`src/rtl/led_sequencer_if.sv`:
```
// Host register bus for the LED sequencer: single-cycle read/write strobes with a one-cycle ack.
// Ports: reg_addr/reg_wdata/reg_we/reg_re driven by the host, reg_rdata/reg_ack returned by the sequencer.
// The host drives the master modport and the sequencer uses the slave modport.
interface led_sequencer_if;
  logic [2:0] reg_addr;
  logic [7:0] reg_wdata;
  logic       reg_we;
  logic       reg_re;
  logic [7:0] reg_rdata;
  logic       reg_ack;

  modport master (
    output reg_addr, reg_wdata, reg_we, reg_re,
    input  reg_rdata, reg_ack
  );

  modport slave (
    input  reg_addr, reg_wdata, reg_we, reg_re,
    output reg_rdata, reg_ack
  );
endinterface

```
`src/rtl/led_sequencer.sv`:
```
// Register-programmable 5-LED sequencer (off / rotate / static / blink) stepped by a tick divider and step period.
// Ports: clk, rst (async active-high), bus (led_sequencer_if.slave register bus), led (registered LED drive).
// Optional LED_SEQUENCER_PWM_EN adds register 5 BRIGHT and a 4-bit PWM gate on led in the output register stage.
module led_sequencer #(
  parameter int TICK_DIV = 120000,
  parameter int NUM_LEDS = 5
) (
  input  logic                clk,
  input  logic                rst,
  led_sequencer_if.slave      bus,
  output logic [NUM_LEDS-1:0] led
);

  localparam int TW = 20;

  typedef enum logic [1:0] {
    M_OFF    = 2'b00,
    M_ROTATE = 2'b01,
    M_STATIC = 2'b10,
    M_BLINK  = 2'b11
  } mode_t;

  mode_t               mode_q, mode_d;
  logic                restart;
  logic                dir_q;
  logic [NUM_LEDS-1:0] pattern_q;
  logic [15:0]         period_q;
  logic [NUM_LEDS-1:0] pos_q;
  logic                blink_off_q;   // 0 = blink phase on, 1 = blink phase off
  logic [TW-1:0]       tick_cnt_q;
  logic [15:0]         step_cnt_q;
  logic [NUM_LEDS-1:0] seq_led_q;
  logic [NUM_LEDS-1:0] seq_led_d;
  logic [NUM_LEDS-1:0] led_q;
  logic                ack_q;
  logic [7:0]          rdata_q;
  logic [7:0]          rd_mux;

  logic                wr_en, rd_en, ctrl_wr, tick, step;
  logic [15:0]         period_eff;

`ifdef LED_SEQUENCER_PWM_EN
  logic [3:0]          bright_q;
  logic [3:0]          pwm_cnt_q;
  logic                pwm_on;
`endif

  // A simultaneous read and write is treated as a write only.
  assign wr_en   = bus.reg_we;
  assign rd_en   = bus.reg_re & ~bus.reg_we;
  assign ctrl_wr = wr_en && (bus.reg_addr == 3'd0);

  assign tick       = (tick_cnt_q == TW'(TICK_DIV - 1));
  assign period_eff = (period_q == 16'd0) ? 16'd1 : period_q;
  assign step       = tick && (({1'b0, step_cnt_q} + 17'd1) >= {1'b0, period_eff});

  // Mode FSM: state register
  always_ff @(posedge clk or posedge rst) begin
    if (rst) mode_q <= M_OFF;
    else     mode_q <= mode_d;
  end

  // Mode FSM: next state and sequencer LED value from current registered state
  always_comb begin
    mode_d    = mode_q;
    restart   = 1'b0;
    seq_led_d = '0;
    if (ctrl_wr && (bus.reg_wdata[1:0] != mode_q)) begin
      mode_d  = mode_t'(bus.reg_wdata[1:0]);
      restart = 1'b1;
    end
    case (mode_q)
      M_OFF:    seq_led_d = '0;
      M_ROTATE: seq_led_d = pos_q;
      M_STATIC: seq_led_d = pattern_q;
      M_BLINK:  seq_led_d = blink_off_q ? '0 : pattern_q;
      default:  seq_led_d = '0;
    endcase
  end

  // Tick divider is free-running; a mode change does not disturb it.
  always_ff @(posedge clk or posedge rst) begin
    if (rst) tick_cnt_q <= '0;
    else if (tick) tick_cnt_q <= '0;
    else tick_cnt_q <= tick_cnt_q + TW'(1);
  end

  // Step counter, rotation position and blink phase. A mode change restarts
  // the sequence and discards any step landing in the same cycle.
  always_ff @(posedge clk or posedge rst) begin
    if (rst) begin
      step_cnt_q  <= '0;
      pos_q       <= NUM_LEDS'(1);
      blink_off_q <= 1'b0;
    end else if (restart) begin
      step_cnt_q  <= '0;
      pos_q       <= NUM_LEDS'(1);
      blink_off_q <= 1'b0;
    end else begin
      if (tick) step_cnt_q <= step ? 16'd0 : step_cnt_q + 16'd1;
      if (step && mode_q == M_ROTATE) begin
        if (dir_q) pos_q <= {pos_q[0], pos_q[NUM_LEDS-1:1]};
        else       pos_q <= {pos_q[NUM_LEDS-2:0], pos_q[NUM_LEDS-1]};
      end
      if (step && mode_q == M_BLINK) blink_off_q <= ~blink_off_q;
    end
  end

  // Host-writable configuration registers
  always_ff @(posedge clk or posedge rst) begin
    if (rst) begin
      dir_q     <= 1'b0;
      pattern_q <= NUM_LEDS'(1);
      period_q  <= 16'h01F4;
`ifdef LED_SEQUENCER_PWM_EN
      bright_q  <= 4'hF;
`endif
    end else if (wr_en) begin
      case (bus.reg_addr)
        3'd0: dir_q           <= bus.reg_wdata[2];
        3'd1: pattern_q       <= bus.reg_wdata[NUM_LEDS-1:0];
        3'd2: period_q[7:0]   <= bus.reg_wdata;
        3'd3: period_q[15:8]  <= bus.reg_wdata;
`ifdef LED_SEQUENCER_PWM_EN
        3'd5: bright_q        <= bus.reg_wdata[3:0];
`endif
        default: ;
      endcase
    end
  end

  always_comb begin
    rd_mux = 8'h00;
    case (bus.reg_addr)
      3'd0: rd_mux = {5'b0, dir_q, mode_q};
      3'd1: rd_mux = {3'b0, pattern_q};
      3'd2: rd_mux = period_q[7:0];
      3'd3: rd_mux = period_q[15:8];
      3'd4: rd_mux = {blink_off_q, mode_q, seq_led_q};
`ifdef LED_SEQUENCER_PWM_EN
      3'd5: rd_mux = {4'b0, bright_q};
`endif
      default: rd_mux = 8'h00;
    endcase
  end

  // Ack for every strobe; read data only moves on a pure read.
  always_ff @(posedge clk or posedge rst) begin
    if (rst) begin
      ack_q   <= 1'b0;
      rdata_q <= 8'h00;
    end else begin
      ack_q <= bus.reg_we | bus.reg_re;
      if (rd_en) rdata_q <= rd_mux;
    end
  end

`ifdef LED_SEQUENCER_PWM_EN
  assign pwm_on = (pwm_cnt_q < bright_q);

  always_ff @(posedge clk or posedge rst) begin
    if (rst) pwm_cnt_q <= 4'd0;
    else     pwm_cnt_q <= pwm_cnt_q + 4'd1;
  end
`endif

  // Output register; the PWM gate is applied in this same stage so it adds no latency.
  always_ff @(posedge clk or posedge rst) begin
    if (rst) begin
      seq_led_q <= '0;
      led_q     <= '0;
    end else begin
      seq_led_q <= seq_led_d;
`ifdef LED_SEQUENCER_PWM_EN
      led_q     <= seq_led_d & {NUM_LEDS{pwm_on}};
`else
      led_q     <= seq_led_d;
`endif
    end
  end

  assign led           = led_q;
  assign bus.reg_ack   = ack_q;
  assign bus.reg_rdata = rdata_q;

endmodule

```
`src/flat_wrapper.sv`:
```
// flat-port wrapper written by rule: the top's interface ports become plain ports
module led_sequencer_flat 
#(
  parameter int TICK_DIV = 120000,
  parameter int NUM_LEDS = 5
)
  (clk, rst, led, bus_reg_addr, bus_reg_wdata, bus_reg_we, bus_reg_re, bus_reg_rdata, bus_reg_ack);
  led_sequencer_if bus_i ();
  input  logic clk;
  input  logic rst;
  output logic [NUM_LEDS-1:0] led;
  input wire logic [$bits(bus_i.reg_addr)-1:0] bus_reg_addr;
  input wire logic [$bits(bus_i.reg_wdata)-1:0] bus_reg_wdata;
  input wire logic [$bits(bus_i.reg_we)-1:0] bus_reg_we;
  input wire logic [$bits(bus_i.reg_re)-1:0] bus_reg_re;
  output wire logic [$bits(bus_i.reg_rdata)-1:0] bus_reg_rdata;
  output wire logic [$bits(bus_i.reg_ack)-1:0] bus_reg_ack;
  assign bus_i.reg_addr = bus_reg_addr;
  assign bus_i.reg_wdata = bus_reg_wdata;
  assign bus_i.reg_we = bus_reg_we;
  assign bus_i.reg_re = bus_reg_re;
  assign bus_reg_rdata = bus_i.reg_rdata;
  assign bus_reg_ack = bus_i.reg_ack;
  led_sequencer #(.TICK_DIV(TICK_DIV), .NUM_LEDS(NUM_LEDS)) u_core (.clk(clk), .rst(rst), .bus(bus_i), .led(led));
endmodule
```
`config.mk`:
```
export PLATFORM = sky130hd
export DESIGN_NAME = led_sequencer_flat
export DESIGN_NICKNAME = d
export VERILOG_FILES = /design/src/rtl/led_sequencer_if.sv /design/src/rtl/led_sequencer.sv /design/src/flat_wrapper.sv
export SDC_FILE = /design/constraint.sdc
export NUM_CORES = 1
export LEC_CHECK = 0
export ABC_AREA = 1
export BUFFER_PORTS_ARGS = -buffer_cell sky130_fd_sc_hd__buf_2
export CORE_MARGIN = 2
export CORE_UTILIZATION = 30
export DETAILED_ROUTE_END_ITERATION = 7
export PLACE_DENSITY_LB_ADDON = 0.2
export SYNTH_ARGS = -nofsm -noshare
export SYNTH_HDL_FRONTEND = slang
export SYNTH_SLANG_ARGS = --single-unit
```
`constraint.sdc`:
```
create_clock -name clk -period 2.42 [get_ports clk]
set_input_delay 0.121 -clock clk [delete_from_list [all_inputs] [get_ports clk]]
set_output_delay 0.121 -clock clk [all_outputs]
set_load 0.1 [all_outputs]
```
==> metrics.md <==
| Metric | Value |
|---|---|
| Required time of the critical path | 2660 ps |
| Area share of fa/ha/maj cells after synthesis | 0.0469 |
| Clk slew on worst S/H paths | 60 ps |
| Status | finished with violations |
| Power density over the cells | 663 nW/um^2 |
| Total nets after synthesis | 613 |
| Portion of netlist area occupied by mux cells | 0.0141 |
| Floorplan Core Area | 15800 um^2 |
| Antenna violations before repair | 0 |
| Horizontal die dimension | 131 um |
| Most numerous cell types in the synthesized netlist | 136 x sky130_fd_sc_hd__nand2_1, 88 x sky130_fd_sc_hd__inv_1, 72 x sky130_fd_sc_hd__dfrtp_1, 39 x sky130_fd_sc_hd__o21ai_0, 35 x sky130_fd_sc_hd__nor2_1 |
| CTS HTree Levels | 3 |
| Placement-stage cell area | 5460 um^2 |
| Number of synthesized register bits | 80 |
| Cell at the slowest stage of the critical path | sky130_fd_sc_hd__dfrtp_2 |
| Netlist cell types | 51 |
| Cell with the most instances after synthesis | sky130_fd_sc_hd__nand2_1 |
| Signal arrival time at the worst endpoint | 2900 ps |
| Main combinational cell family by area after synthesis | simple AND/OR/NAND/NOR gates |
| Most used cell, CP | sky130_fd_sc_hd__nand2_2 |
| HPWL reported at the end of detailed placement | 9320 um |
| Top cell type's share of synthesized area | 0.375 |
| Final-stage net count | 692 |
| Global-route total usage across every layer | 0.157 |
| Final WS setup | -239 ps |
| Clock buffer depth | 2 |
| Clock root buffer master | sky130_fd_sc_hd__clkbuf_16 |
| Pre-CTS WS | -382 ps |
| Compound-gate portion of the synthesized area | 0.111 |
| Dpl cells | 851 |
| Post-layout instance area | 6160 um^2 |
| Crit start category | flip-flop |
| Maximum single-stage delay on the critical path | 390 ps |
| Max Clock Skew | 8.74 ps |
| Total iterations of the first detailed-routing run | 4 |
| Final count of pins violating max slew | 0 |
| Wire per inst | 14.3 um |
| Pin count of the biggest net entering global routing | 70 |
| Gp weighted congestion | 0.820 |
| Element type at the critical path end | flip-flop |
| Total I/O pin count | 29 |
| Total power | 4.08 mW |
| Transition time at the pin with the least slew margin | 678 ps |
| Failing checks | setup timing |
| Vias in the first global route | 4135 |
| Hold violation count in the final report | 0 |
| Ordered list of cells on the worst path | ha_2 -> nand2_4 -> nor2_4 -> buf_6 -> nand3_4 -> xnor2_4 -> ha_4 -> a21oi_1 -> nand2_1 -> a21oi_1 -> nand2_1 -> nand2_2 -> buf_6 -> nand2_8 -> nand3_4 -> nand2_4 -> nand2_2 -> nand2_2 |
| Ranking of synthesized cells by area | sky130_fd_sc_hd__dfrtp_1 38%, sky130_fd_sc_hd__nand2_1 11%, sky130_fd_sc_hd__inv_1 6.9% |
| Final global-route overflow total | 0 |
| Synthesized area divided by synthesized cell count | 8.28 um^2 |
| Antenna Violating Nets Remaining | 0 |
| Minimum period implied by the final worst setup slack | 2660 ps |
| Diodes inserted | 0 |
| Primary FF master, synth | sky130_fd_sc_hd__dfrtp_1 |
| Die Outline Area | 17000 um^2 |
| Share of post-route cells with drive strength above 1 | 0.300 |
| Clock sink total | 80 |
| Final hold slack | 7.04 ps |
| Synthesized area | 4800 um^2 |
| CP Max Fanout | 6 |
| Cell type with the largest total area after synthesis | sky130_fd_sc_hd__dfrtp_1 |
| Upper clock frequency limit | 376 MHz |
| Total number of vias | 4095 |
| Unrepaired setup endpoints after global routing | yes |
| Period utilization | 1.10 |
| Area growth from synthesis to final layout | 28.2% |
| Post-route non-filler standard cell count | 880 |
| Yosys Warn Count | 0 |
| DIE HEIGHT | 131 um |
| Async set or reset register ratio after synthesis | 1.00 |
| Max-Cap Viols | 0 |
| Slew margin rel. | 0.546 |
| DRC violation count after routing | 0 |
| Hold/Removal Path Class | primary input to flip-flop |
| Clock latency on the worst-skew pair | 350 ps |
| Endpoints failing setup | 21 |
| Synthesized-area fraction occupied by and/or/nand/nor cells | 0.279 |
| Number of vias per cell after detailed routing | 4.65 |
| Count of buffers inserted at the top-level ports | 28 |
| Max VDD drop | 0.550 mV |
| Effective utilization at floorplan | 0.305 |
| Number of cell rows | 46 |
| Static Leak | 3.04 nW |
| CTS tree | yes |
| Sequential share of the synthesized area | 0.419 |
| XOR/XNOR Fraction of Synth Area | 0.0383 |
| Routed Wire Length | 12500 um |
| First-pass GRT wire length | 20800 um |
| Post-layout utilization of the core | 0.391 |
| Number of CTS-inserted buffers | 9 |
| Post-synth EDFFs | 0 |
| First DRT Iteration DRCs | 251 |
| Setup TNS Final | -3530 ps |
| Type of the worst setup path | flip-flop to flip-flop |
| Cells after Synth | 580 |
[what timing repair did]
item,4_1_cts,5_1_grt
setup endpoints to repair,22,22
hold buffers,5,0
setup buffers,4,4
gates resized for setup,21,36
pin swaps,15,26
hold endpoints to repair,15,0
[sequential cells by signal, indices dropped and copies added (netlist names)]
register,count
u_core.tick_cnt_q,20
u_core.mode_q,2
u_core.dir_q,1
u_core.bus.reg_ack,1
u_core.period_q,16
u_core.pos_q,5
u_core.blink_off_q,1
u_core.bus.reg_rdata,8
u_core.step_cnt_q,16
u_core.seq_led_q,5
u_core.pattern_q,5
[routing by layer]
metal	vias up	global-route usage	share of wire
li1	2032	-	-
met2	68	0.257	0.48
met3	22	0.0232	0.028
met1	1973	0.209	0.47
met4	0	0.0632	0.021
met5	-	0	0
[layout by cell type, fill, tap and decap left out, drive strengths merged]
cell	Yosys	routed
nand2	146	146
inv	101	102
dfrtp	72	72
buf	4	70
o21ai	56	56
nor2	50	50
nand3	29	29
ha	18	18
xor2	18	18
nand4	16	16
a21oi	13	13
clkbuf	3	9
nor3	9	9
dfstp	8	8
nor4	6	6
dlygate4sd3	0	5
clkinv	1	5
a211oi	4	4
mux2	4	4
o31ai	3	3
xnor2	3	3
a22o	2	2
o2111ai	2	2
o221ai	2	2
o22ai	2	2
nand3b	1	1
and3	1	1
o211ai	1	1
a41o	1	1
a32o	1	1
or2	1	1
a31oi	1	1
mux2i	1	1
bufinv	0	1
clkinvlp	0	1
[critical path, delay by kind of cell, from the launching register on]
family | cells | cell delay, ps
simple gates | 11 | 930
xor+xnor | 1 | 230
flops | 1 | 390
fa+ha+maj | 2 | 440
buf+inv | 2 | 270
compound gates | 2 | 280
[report_power, final]
group          internal, mW  leakage, nW  switching (mW)
clock                 0.809        0.146           0.606
sequential             1.52         1.03           0.179
combinational         0.251         1.87           0.717
total                  2.58         3.04            1.50
[path summary, 6_finish.rpt]
kind	from	end	slack (ps)	cells past startpoint
setup / recovery	u_core.step_cnt_q[0]$_DFFE_PP0P_	u_core.pos_q[4]$_DFFE_PP0P_	-240	18
hold / removal	bus_reg_wdata[6]	u_core.period_q[6]$_DFFE_PP1P_	7	3
setup reg to reg	u_core.step_cnt_q[0]$_DFFE_PP0P_	u_core.pos_q[4]$_DFFE_PP0P_	-240	18
hold reg to reg	u_core.tick_cnt_q[0]$_DFF_PP0_	u_core.tick_cnt_q[0]$_DFF_PP0_	470	1
max in group asynchronous	rst	u_core.pos_q[0]$_DFFE_PP1P_	1500	4
min in group asynchronous	rst	u_core.tick_cnt_q[11]$_DFF_PP0_	240	3
[cells by family after synthesis]
| kind of cell | count (synthesis) |
|---|---|
| and+or+nand+nor | 259 |
| buffers and inverters | 109 |
| AOI/OAI and AO/OA | 88 |
| DFF | 80 |
| xor gates and xnor gates | 21 |
| adders and majority gates | 18 |
| muxes | 5 |
[layout make-up]
class                   count  area (um^2)
clock buffers               9          225
repair buffers             75          546
clock inverters             7         77.6
inverters                 102          394
fillers                  1648         9610
flip-flops and latches     80         2010
well taps                 216          270
multi-input cells         391         2630
Note: power is estimated with default switching activity, not from simulation.
